[src/rtl/pc_fetch_sequencer.sv]
// pc_fetch_sequencer
//   Instruction fetch front end. Drives the write side of the external
//   ProgramCounter (NextPC / PCWr), fetches the word at the current PC over a
//   req/ready instruction-memory handshake, and hands the fetched instruction
//   to decode over a valid/ready handshake. Execute can redirect the stream
//   (branch/jump). A watchdog flags a memory that never answers.
//
// Ports
//   clk              clock, all state updates on the rising edge
//   reset            synchronous, active-high
//   PC               current PC from the ProgramCounter
//   NextPC           value the ProgramCounter loads when PCWr=1
//   PCWr             PC write enable, combinational one-cycle pulse
//   imem_req         fetch request
//   imem_addr        fetch address (equals PC while imem_req=1)
//   imem_ready       memory returns imem_rdata this cycle
//   imem_rdata       fetched word
//   instr_valid      instr / instr_pc hold a fetched instruction
//   instr_ready      decode accepts the instruction
//   instr            registered instruction
//   instr_pc         address instr was fetched from
//   redirect_valid   branch/jump taken
//   redirect_target  redirect destination (low two bits ignored)
//   fetch_err        sticky watchdog error, cleared only by reset
module pc_fetch_sequencer #(
  parameter int ADDR_W  = 32,
  parameter int DATA_W  = 32,
  parameter int TIMEOUT = 16
) (
  input  logic              clk,
  input  logic              reset,
  input  logic [ADDR_W-1:0] PC,
  output logic [ADDR_W-1:0] NextPC,
  output logic              PCWr,
  output logic              imem_req,
  output logic [ADDR_W-1:0] imem_addr,
  input  logic              imem_ready,
  input  logic [DATA_W-1:0] imem_rdata,
  output logic              instr_valid,
  input  logic              instr_ready,
  output logic [DATA_W-1:0] instr,
  output logic [ADDR_W-1:0] instr_pc,
  input  logic              redirect_valid,
  input  logic [ADDR_W-1:0] redirect_target,
  output logic              fetch_err
);

  // TIMEOUT is limited to 1..255, so an 8-bit wait counter always suffices.
  localparam int CNT_W = 8;
  localparam logic [CNT_W-1:0] WAIT_LAST = CNT_W'(TIMEOUT - 1);

  typedef enum logic [1:0] {
    IDLE = 2'd0,
    REQ  = 2'd1,
    HOLD = 2'd2,
    ERR  = 2'd3
  } state_t;

  state_t             state;
  logic [CNT_W-1:0]   wait_cnt;
  logic               vld_p1;
  logic [DATA_W-1:0]  instr_p1;
  logic [ADDR_W-1:0]  instr_pc_p1;
  logic               err_p1;

  // Sequential increment; wraps modulo 2^ADDR_W.
  function automatic logic [ADDR_W-1:0] pc_incr(input logic [ADDR_W-1:0] pc);
    return pc + ADDR_W'(4);
  endfunction

  // Redirect targets are word aligned by forcing the low two bits to zero.
  function automatic logic [ADDR_W-1:0] pc_align(input logic [ADDR_W-1:0] t);
    return {t[ADDR_W-1:2], 2'b00};
  endfunction

  logic in_req;
  logic in_hold;
  logic redirect_take;
  logic fetch_done;

  // Redirects only act while fetching or holding; reset masks everything so
  // the PC is never written in the reset cycle.
  assign in_req        = (state == REQ);
  assign in_hold       = (state == HOLD);
  assign redirect_take = !reset && redirect_valid && (in_req || in_hold);
  assign fetch_done    = !reset && in_req && imem_ready && !redirect_valid;

  assign PCWr      = redirect_take || fetch_done;
  assign NextPC    = redirect_take ? pc_align(redirect_target) : pc_incr(PC);
  assign imem_req  = !reset && in_req;
  assign imem_addr = PC;

  assign instr_valid = vld_p1;
  assign instr       = instr_p1;
  assign instr_pc    = instr_pc_p1;
  assign fetch_err   = err_p1;

  // Fetch -> decode register stage
  always_ff @(posedge clk) begin
    if (reset) begin
      state       <= IDLE;
      wait_cnt    <= '0;
      vld_p1      <= 1'b0;
      instr_p1    <= '0;
      instr_pc_p1 <= '0;
      err_p1      <= 1'b0;
    end else begin
      case (state)
        IDLE: begin
          state <= REQ;
        end

        REQ: begin
          if (redirect_valid) begin
            // Any word returned this cycle belongs to the old stream.
            wait_cnt <= '0;
          end else if (imem_ready) begin
            instr_p1    <= imem_rdata;
            instr_pc_p1 <= PC;
            wait_cnt    <= '0;
            vld_p1      <= 1'b1;
            state       <= HOLD;
          end else begin
            wait_cnt <= wait_cnt + CNT_W'(1);
            // The counter reaches TIMEOUT on this edge with no answer.
            if (wait_cnt == WAIT_LAST) begin
              err_p1 <= 1'b1;
              state  <= ERR;
            end
          end
        end

        HOLD: begin
          if (redirect_valid) begin
            // Squash (or, with instr_ready, retire) and refetch the target.
            vld_p1   <= 1'b0;
            wait_cnt <= '0;
            state    <= REQ;
          end else if (instr_ready) begin
            // PC already advanced when the fetch completed.
            vld_p1 <= 1'b0;
            state  <= REQ;
          end
        end

        ERR: begin
          state <= ERR;
        end

        default: begin
          state <= IDLE;
        end
      endcase
    end
  end

endmodule

[config.mk]
export PLATFORM = sky130hd
export DESIGN_NAME = pc_fetch_sequencer
export DESIGN_NICKNAME = d
export VERILOG_FILES = /design/src/rtl/pc_fetch_sequencer.sv
export SDC_FILE = /design/constraint.sdc
export NUM_CORES = 1
export LEC_CHECK = 0
export CAP_MARGIN = 10
export CORE_ASPECT_RATIO = 1.25
export CORE_MARGIN = 4
export CORE_UTILIZATION = 42
export DETAILED_ROUTE_END_ITERATION = 12
export DONT_BUFFER_PORTS = 1
export SLEW_MARGIN = 0
export SYNTH_ARGS = -nofsm -noshare
export SYNTH_HDL_FRONTEND = slang
export SYNTH_SLANG_ARGS = --single-unit
[constraint.sdc]
create_clock -name clk -period 2.2 [get_ports clk]
set_input_delay 0.33 -clock clk [delete_from_list [all_inputs] [get_ports clk]]
set_output_delay 0.33 -clock clk [all_outputs]
set_load 0.005 [all_outputs]
==> results of run 1 <==
==> worst paths after layout <==
| kind | start | end | slack, ns |
|---|---|---|---|
| setup / recovery | state[0] | NextPC[17] | 0.04 |
| hold / removal | reset | instr[0] | 0.08 |
| setup reg to reg | state[0] | wait_cnt[6] | 0.28 |
| hold reg to reg | instr[0] | instr[0] | 0.47 |
==> logic make-up after synthesis <==
kind of cell,count (synthesis),synth area share [%]
AO/OA/AOI/OAI,123,16.84
XOR/XNOR,12,2.572
adder cells (fa/ha/maj),5,1.531
buffers and inverters,77,10.32
flip-flops,76,37.23
multiplexers,1,0.2450
AND/OR/NAND/NOR,272,31.26
==> cell type report <==
class / count / area [µm²]
timing repair buffer: 19 / 266.5
inverter: 8 / 30.03
fill: 969 / 5007
sequential: 76 / 1524
tap: 126 / 157.7
clock inverter: 6 / 88.84
clock buffer: 10 / 229.0
multi-input combinational: 413 / 2256
==> stage by stage <==
step | utilization, % | setup slack [ns] | instance area, µm² | cells | hold WS, ns
after floorplan | - | 0.05245 | 4086 | 566 | 0.4420
after global placement | 41.69 | 0.1227 | 3985 | 634 | 0.4055
after detailed placement | 41.69 | 0.1131 | 3985 | 634 | 0.4070
after CTS | 46.30 | 0.006215 | 4425 | 653 | 0.05621
after global routing | 47.62 | -0.02676 | 4552 | 658 | 0.05150
final | 47.62 | 0.03505 | 4552 | 658 | 0.07574
==> per-layer routing <==
| layer | global-route usage, % | vias to the layer above | share of wire (%) |
|---|---|---|---|
| met5 | 0 | - | 0 |
| met4 | 7.384 | 0 | 2.3 |
| met1 | 22.16 | 1774 | 37 |
| met3 | 5.920 | 19 | 8.3 |
| met2 | 36.46 | 176 | 52 |
| li1 | - | 1840 | - |
==> sequential cells by signal (all words and copies together), names as in the netlist <==
name,cells
state,2
instr,32
wait_cnt,8
fetch_err,1
instr_valid,1
instr_pc,32
==> report_power, final <==
group | total [mW] | switching (mW) | internal, mW | leakage [nW]
logic | 0.457 | 0.259 | 0.197 | 0.772
clock network | 1.56 | 0.562 | 0.993 | 0.149
registers | 1.48 | 0.0456 | 1.43 | 0.616
==> cells in the final DEF (no fill, tap or decap), types with 8 or more instances in the layout <==
master     netlist  final
a21oi_1         73     73
buf_4           33      9
clkbuf_16        0     11
dfxtp_1         76     74
nand2_1        163    162
nand3_1         22     14
nand4_1         10     10
nor2_1          24     21
o211ai_1         8      8
o21ai_0         20     15
or4_1           13     11
==> what timing repair did <==
item | 4_1_cts | 5_1_grt
setup endpoints to repair | 11 | 25
buffers inserted | 1 | 2
resized for setup | 10 | 23
cloned | 2 | 3
pin swaps | 4 | 7
==> results.yml, run 1 <==
worst_setup_path:
  path_cells: "inv_2 > ha_4 > nor3b_4 > buf_12 > or4_1 > nand3_2"
  path_class: "register to primary output"
  critPathMaxStageDelay_ns: 0.52
  slowest_stage: "or4_1"
  crit_path_start_kind: "register"
  worstPathArrival_ns: 1.83
  reg2reg_depth: 6
  cp.required_ns: 1.87
  crit_family: "simple AND/OR/NAND/NOR gates"
  cp_max_fo: 13
  path_buf_inv: 2
  endpoint_kind: "primary output"
  cp.depth: 6
worst_hold_path:
  hp-class: "input pin to register"
  holdPathStages: 1
synth:
  avgSynthCellArea_um2: 7.220
  synth_ff_type: "dfxtp_1"
  syn_area_um2: 4086
  synth_top_cell_area_share_pct: 37.23
  synth_common_cells: "nand2_1 (163), dfxtp_1 (76), a21oi_1 (73)"
  synth_cell_types: 44
  synthArstFlopShare_pct: 0
  synth_cells: 566
  yosysMostFrequentCell: "nand2_1"
  ys_seq_area_share_pct: 37.23
  syn-num-nets: 672
  synth_edf_count: 0
  yosys-top-cells-area: "dfxtp_1 (37%), nand2_1 (15%), a21oi_1 (8.9%)"
  yosys.area.top_type: "dfxtp_1"
  yosysWarningCount: 0
  ys_seq_elements: 76
route:
  drt_pre_antenna_iters: 6
  wl_per_cell_um: 19.33
  drt_iter0_markers: 216
  via_count: 3809
  drc: 0
  drt_wl_total_um: 12720
  drtAntennaViolNets: 0
  vias_per_cell: 5.789
timing:
  fin_setup_tns_ns: 0
  min_period_ns: 2.165
  fin_skew_ns: 0.006140
  fin_crit_sh_pct: 98.41
  final_hold_viol_count: 0
  max_freq_ghz: 0.4619
  slew_viol_final: 0
  maxSlewHeadroom_pct: 58.17
  tightest_slew_ns: 0.6196
  grt_setup_unrepaired: "yes"
  setup_viol: 0
global_routing:
  grt_overflow_total: 0
  grt_pass1_wl_um: 18180
  antenna_found_initial: 0
  grt_pass1_vias: 3434
  grtUsageTotal_pct: 20.41
  grt_max_degree: 81
die:
  die_area_um2: 11380
  start_util_pct: 42.75
  die-width_um: 96.23
  core_um2: 9559
  chipHeight_um: 118.3
  rows: 40
  ios: 233
power_and_ir_drop:
  vdd_ir_drop_max_uv: 597.3
  p_per_area_nw_per_um2: 766.7
  fin_total_pwr_mw: 3.490
  power.leakage_nw: 1.538
cells_and_area:
  nets: 633
  drive_gt1_share_pct: 12.59
  syn_to_final_growth_pct: 11.39
  antenna_cells: 0
place:
  gp_congestion: 0.8767
  portBuffers: 0
  dpl.hpwl_um: 8773
clock_network:
  clkSlewWorstSetupHoldPaths_ns: 0.06
  holdBufCountCts: 0
  clk-insertion-delay-late_ns: 0.32
  cts_tree: "yes"
  clock-sinks: 76
  cts-root-buf: "clkbuf_16"
  clockBufferDepth: 2
  cts_made_buffers: 9
  h-tree-depth: 3
run_status:
  status: "finished clean"
run:
  maxCapViolations: 0
(Power assumes the default switching activity.)
==> inputs of run 2 (changes only) <==
--- a/config.mk
+++ b/config.mk
@@ -13,3 +13,3 @@
 export DONT_BUFFER_PORTS = 1
-export SLEW_MARGIN = 0
+export MAX_ROUTING_LAYER = met4
 export SYNTH_ARGS = -nofsm -noshare
==> constraint.sdc (replaced) <==
create_clock -name clk -period 2.2 [get_ports clk]
set_input_delay 0.44 -clock clk [delete_from_list [all_inputs] [get_ports clk]]
set_output_delay 0.44 -clock clk [all_outputs]
set_load 0.005 [all_outputs]
==> run 2 against run 1 <==
Against the previous run:
- the flow now finishes with violations (setup timing)
- critical path type unchanged
- combinational power is 3% higher
- clock skew grew 0.0032 ns
- sequential share of layout area shrank 0.86 points
- register-to-register slack worse by 0.07 ns
- sequential power about the same
- cell area rose by 2.6%
- die area unchanged
- highest routed layer unchanged
==> results.yml, run 2 (synthesis results as in run 1) <==
power_and_ir_drop:
  vdd_ir_drop_max_uv: 338.4
  fin_total_pwr_mw: 3.456
  p_per_area_nw_per_um2: 739.8
  power.leakage_nw: 1.599
global_routing:
  grt_overflow_total: 0
  use_met3_pct: 5.729
  grt_pass1_wl_um: 18340
  met2_usage_pct: 35.85
  grt_pass1_vias: 3492
  busiest_layer: "met2"
  antenna_found_initial: 0
  grtUsageTotal_pct: 21.04
  grt_max_degree: 81
  met1_usage_pct: 22.79
route:
  drc: 0
  wl_per_cell_um: 18.40
  vias_per_cell: 5.696
  via_count: 3782
  drt_iter0_markers: 109
  drt_pre_antenna_iters: 5
  drt_wl_total_um: 12220
  drtAntennaViolNets: 0
timing:
  setup_viol: 11
  slew_viol_final: 0
  fin_crit_sh_pct: 102.9
  timing.final.ws_setup_ns: -0.06300
  max_freq_ghz: 0.4419
  maxSlewHeadroom_pct: 58.84
  tightest_slew_ns: 0.6003
  finalHoldWorstSlack_ns: 0.1752
  final_hold_viol_count: 0
  fin_skew_ns: 0.009344
  grt_setup_unrepaired: "yes"
  min_period_ns: 2.263
worst_setup_path:
  crit_path_start_kind: "register"
  cp_max_fo: 13
  endpoint_kind: "primary output"
  worstPathArrival_ns: 1.82
  path_class: "register to primary output"
  cp.required_ns: 1.76
clock_network:
  cts_tree: "yes"
  clockBufferDepth: 2
  h-tree-depth: 3
  clk-insertion-delay-late_ns: 0.33
  clock-sinks: 76
  cts-root-buf: "clkbuf_16"
  clkSlewWorstSetupHoldPaths_ns: 0.07
  cts_made_buffers: 9
cells_and_area:
  syn_to_final_growth_pct: 14.33
  nets: 639
  mostFrequentLayoutCell: "nand2_1"
  antenna_cells: 0
  post-route-util_pct: 48.87
  finish.instance_area_um2: 4672
  mostFrequentLayoutCells: "nand2_1 (158), dfxtp_1 (74), a21oi_1 (73), nor2_1 (23), buf_4 (15)"
  drive_gt1_share_pct: 15.99
place:
  place_area_um2: 4054
  gp_congestion: 0.8242
  portBuffers: 0
  dpl.hpwl_um: 8710
run_status:
  violations: "setup timing"
  status: "finished with violations"
die:
  core_um2: 9559
  die_area_um2: 11380
  chipHeight_um: 118.3
  start_util_pct: 42.75
  rows: 40
  die-width_um: 96.23
  ios: 233
worst_hold_path:
  hp-class: "input pin to register"
run:
  maxCapViolations: 0
-- run 2: changes by cell type in the layout (fill, tap and decap cells not counted), moves of 3 or more --
cell,previous run,this run
buf_12,3,7
nand2_2,1,4
or4_4,2,5
or4_1,11,8
nand2_1,162,158
nand3_4,1,4
buf_4,9,15
-- run 2: stage by stage --
stage,setup slack (ns),instances,setup TNS [ns]
global route,-0.1253,664,-1.778
finish,-0.06300,664,-0.4170
CTS,-0.08434,659,-0.7487
global placement,0.01362,639,0
floorplan,0.004143,566,0
detailed placement,0.01547,639,0
-- run 2: power by group --
group          total, mW  switching (mW)  internal [mW]
clock network       1.51           0.614          0.896
logic              0.472           0.259          0.212
registers           1.47          0.0434           1.43
-- run 2: final cells by class --
cell class | count | area (µm²)
fillers | 966 | 4887
multi-input cells | 413 | 2336
flip-flops and latches | 76 | 1524
repair buffers | 25 | 316.6
clock buffers | 9 | 225.2
well taps | 126 | 157.7
clock inverters | 7 | 82.58
inverters | 8 | 30.03
-- run 2: critical path, stage by stage (launching register included) --
cell and delay, ns:
dfxtp_2 0.33, inv_2 0.04, ha_4 0.28, nor3b_4 0.05, buf_12 0.14, or4_4 0.54, nand3_4 0.10
-- run 2: final timing paths --
check,slack [ns],to,startpoint,cells past startpoint
max,-0.06,NextPC[18],state[0],6
min,0.18,instr[7],reset,1
max reg2reg,0.21,wait_cnt[6],state[0],7
min reg2reg,0.47,fetch_err,fetch_err,2
-- run 2: repair_timing --
action	4_1_cts	5_1_grt
setup endpoints to repair	24	32
pin swaps	3	12
buffers inserted	3	4
gates resized for setup	21	31
hold buffers	0	0
gates cloned	1	1
-- run 2: metal layers --
layer  vias up  routed length, µm
li1       1842                  -
met1      1777               4613
met5         -                  0
met4         0                224
met2       146               6377
met3        17               1004
==> inputs of run 3 (changes only) <==
- CORE_MARGIN: 4 -> not set
==> run 3 against run 2 <==
Against the previous run:
- combinational power down 8.9%
- sequential power about the same
- the run still ends with setup timing left
- total power up 0.23%
- clock-buffer cell count up 1
- utilization up 0.24 points
- largest cell class unchanged
==> results.yml, run 3 (synthesis results as in run 1) <==
route:
  drt_pre_antenna_iters: 4
  drtAntennaViolNets: 0
  dr_wl_met3_um: 861
  drt_iter0_markers: 173
  vias_per_cell: 5.708
  wl_per_cell_um: 17.88
  drt-met1-wl_um: 4657
  drc: 0
  met2_length_um: 6000
  via_count: 3756
  drt_wl_total_um: 11770
  top_layer_used: "met4"
timing:
  slew_viol_final: 0
  min_period_ns: 2.241
  tightest_slew_ns: 0.6039
  max_freq_ghz: 0.4462
  maxSlewHeadroom_pct: 58.59
  setup_viol: 10
  timing.final.ws_setup_ns: -0.04090
  fin_crit_sh_pct: 101.9
  final_hold_viol_count: 0
  fin_skew_ns: 0.006113
  grt_setup_unrepaired: "yes"
die:
  chipHeight_um: 112.3
  die_area_um2: 10130
  rows: 39
  ios: 233
  start_util_pct: 44.08
  core_um2: 9271
  die-width_um: 90.23
worst_hold_path:
  hp-class: "input pin to register"
  worstHoldStart: "reset"
cells_and_area:
  antenna_cells: 0
  finish.instance_area_um2: 4553
  nets: 638
  fill_cells: 927
  mostFrequentLayoutCells: "nand2_1 (163), dfxtp_1 (74), a21oi_1 (73), nor2_1 (22), o21ai_0 (20)"
  syn_to_final_growth_pct: 11.42
  drive_gt1_share_pct: 13.83
  mostFrequentLayoutCell: "nand2_1"
worst_setup_path:
  path_class: "register to primary output"
  critPathLaunch: "state[0]"
  endpoint_kind: "primary output"
  reg2reg_from: "state[0]"
  crit_path_start_kind: "register"
  cp_max_fo: 15
  cp.required_ns: 1.76
  worstPathArrival_ns: 1.80
clock_network:
  cts_tree: "yes"
  clk-insertion-delay-late_ns: 0.33
  cts_made_buffers: 9
  cts-root-buf: "clkbuf_16"
  h-tree-depth: 3
  clock-sinks: 76
  holdBufCountCts: 0
  clockBufferDepth: 2
  clkSlewWorstSetupHoldPaths_ns: 0.06
global_routing:
  grt_max_degree: 81
  grt_overflow_total: 0
  antenna_found_initial: 0
  grt_pass1_vias: 3510
  grtUsageTotal_pct: 23.56
  grt_pass1_wl_um: 18200
place:
  dpl.hpwl_um: 8385
  gp_congestion: 0.8497
  portBuffers: 0
  place_area_um2: 4048
power_and_ir_drop:
  power.leakage_nw: 1.553
  p_per_area_nw_per_um2: 760.8
  fin_total_pwr_mw: 3.464
  vdd_ir_drop_max_uv: 339.8
run_status:
  violations: "setup timing"
  status: "finished with violations"
run:
  maxCapViolations: 0
run 3: worst paths after layout:
check / end / slack, ns / cells after the start
setup / recovery: NextPC[22] / -0.04 / 7
hold / removal: instr[7] / 0.18 / 1
setup reg to reg: wait_cnt[6] / 0.26 / 6
hold reg to reg: instr_pc[30] / 0.47 / 2
run 3: metal layers:
layer / up-vias / track usage, %
li1: 1842 / -
met1: 1741 / 25.78
met2: 154 / 39.95
met3: 19 / 6.301
met4: 0 / 10.65
met5: - / -
run 3: critical path, cell delays in order (launching register included):
cell and delay (ns):
dfxtp_2 0.34, inv_2 0.05, ha_4 0.27, nor3b_4 0.05, buf_12 0.15, nor2_1 0.07, or4b_4 0.47, nand3_4 0.08
run 3: layout make-up:
cell class / count / area, µm² / share of cell area [%]
multi-input combinational: 413 / 2290 / 50.29
sequential: 76 / 1524 / 33.47
timing repair buffer: 24 / 241.5 / 5.304
clock buffer: 10 / 239.0 / 5.249
tap: 123 / 153.9 / 3.380
clock inverter: 4 / 75.07 / 1.649
inverter: 8 / 30.03 / 0.6595
run 3: power by group:
part | internal (mW) | switching, mW | total [mW]
combinational | 0.183 | 0.247 | 0.430
clock | 1.01 | 0.548 | 1.56
sequential | 1.43 | 0.0436 | 1.48
total | 2.63 | 0.838 | 3.46
run 3: timing repair:
action,in CTS,in global routing
gates resized for setup,19,14
endpoints found under the setup margin,25,24
pin swaps,6,5
gates cloned,1,0
setup buffers,4,0
run 3: metrics by stage:
step	instances	setup slack (ns)	setup TNS, ns	util (%)	hold WS [ns]
after floorplan	566	0.004143	0	-	0.4420
after global placement	639	0.03282	0	43.66	0.4549
after detailed placement	639	0.02524	0	43.66	0.4535
after CTS	658	-0.05441	-0.3949	48.53	0.1591
after global routing	658	-0.1128	-1.308	49.11	0.1596
final	658	-0.04090	-0.2971	49.11	0.1822
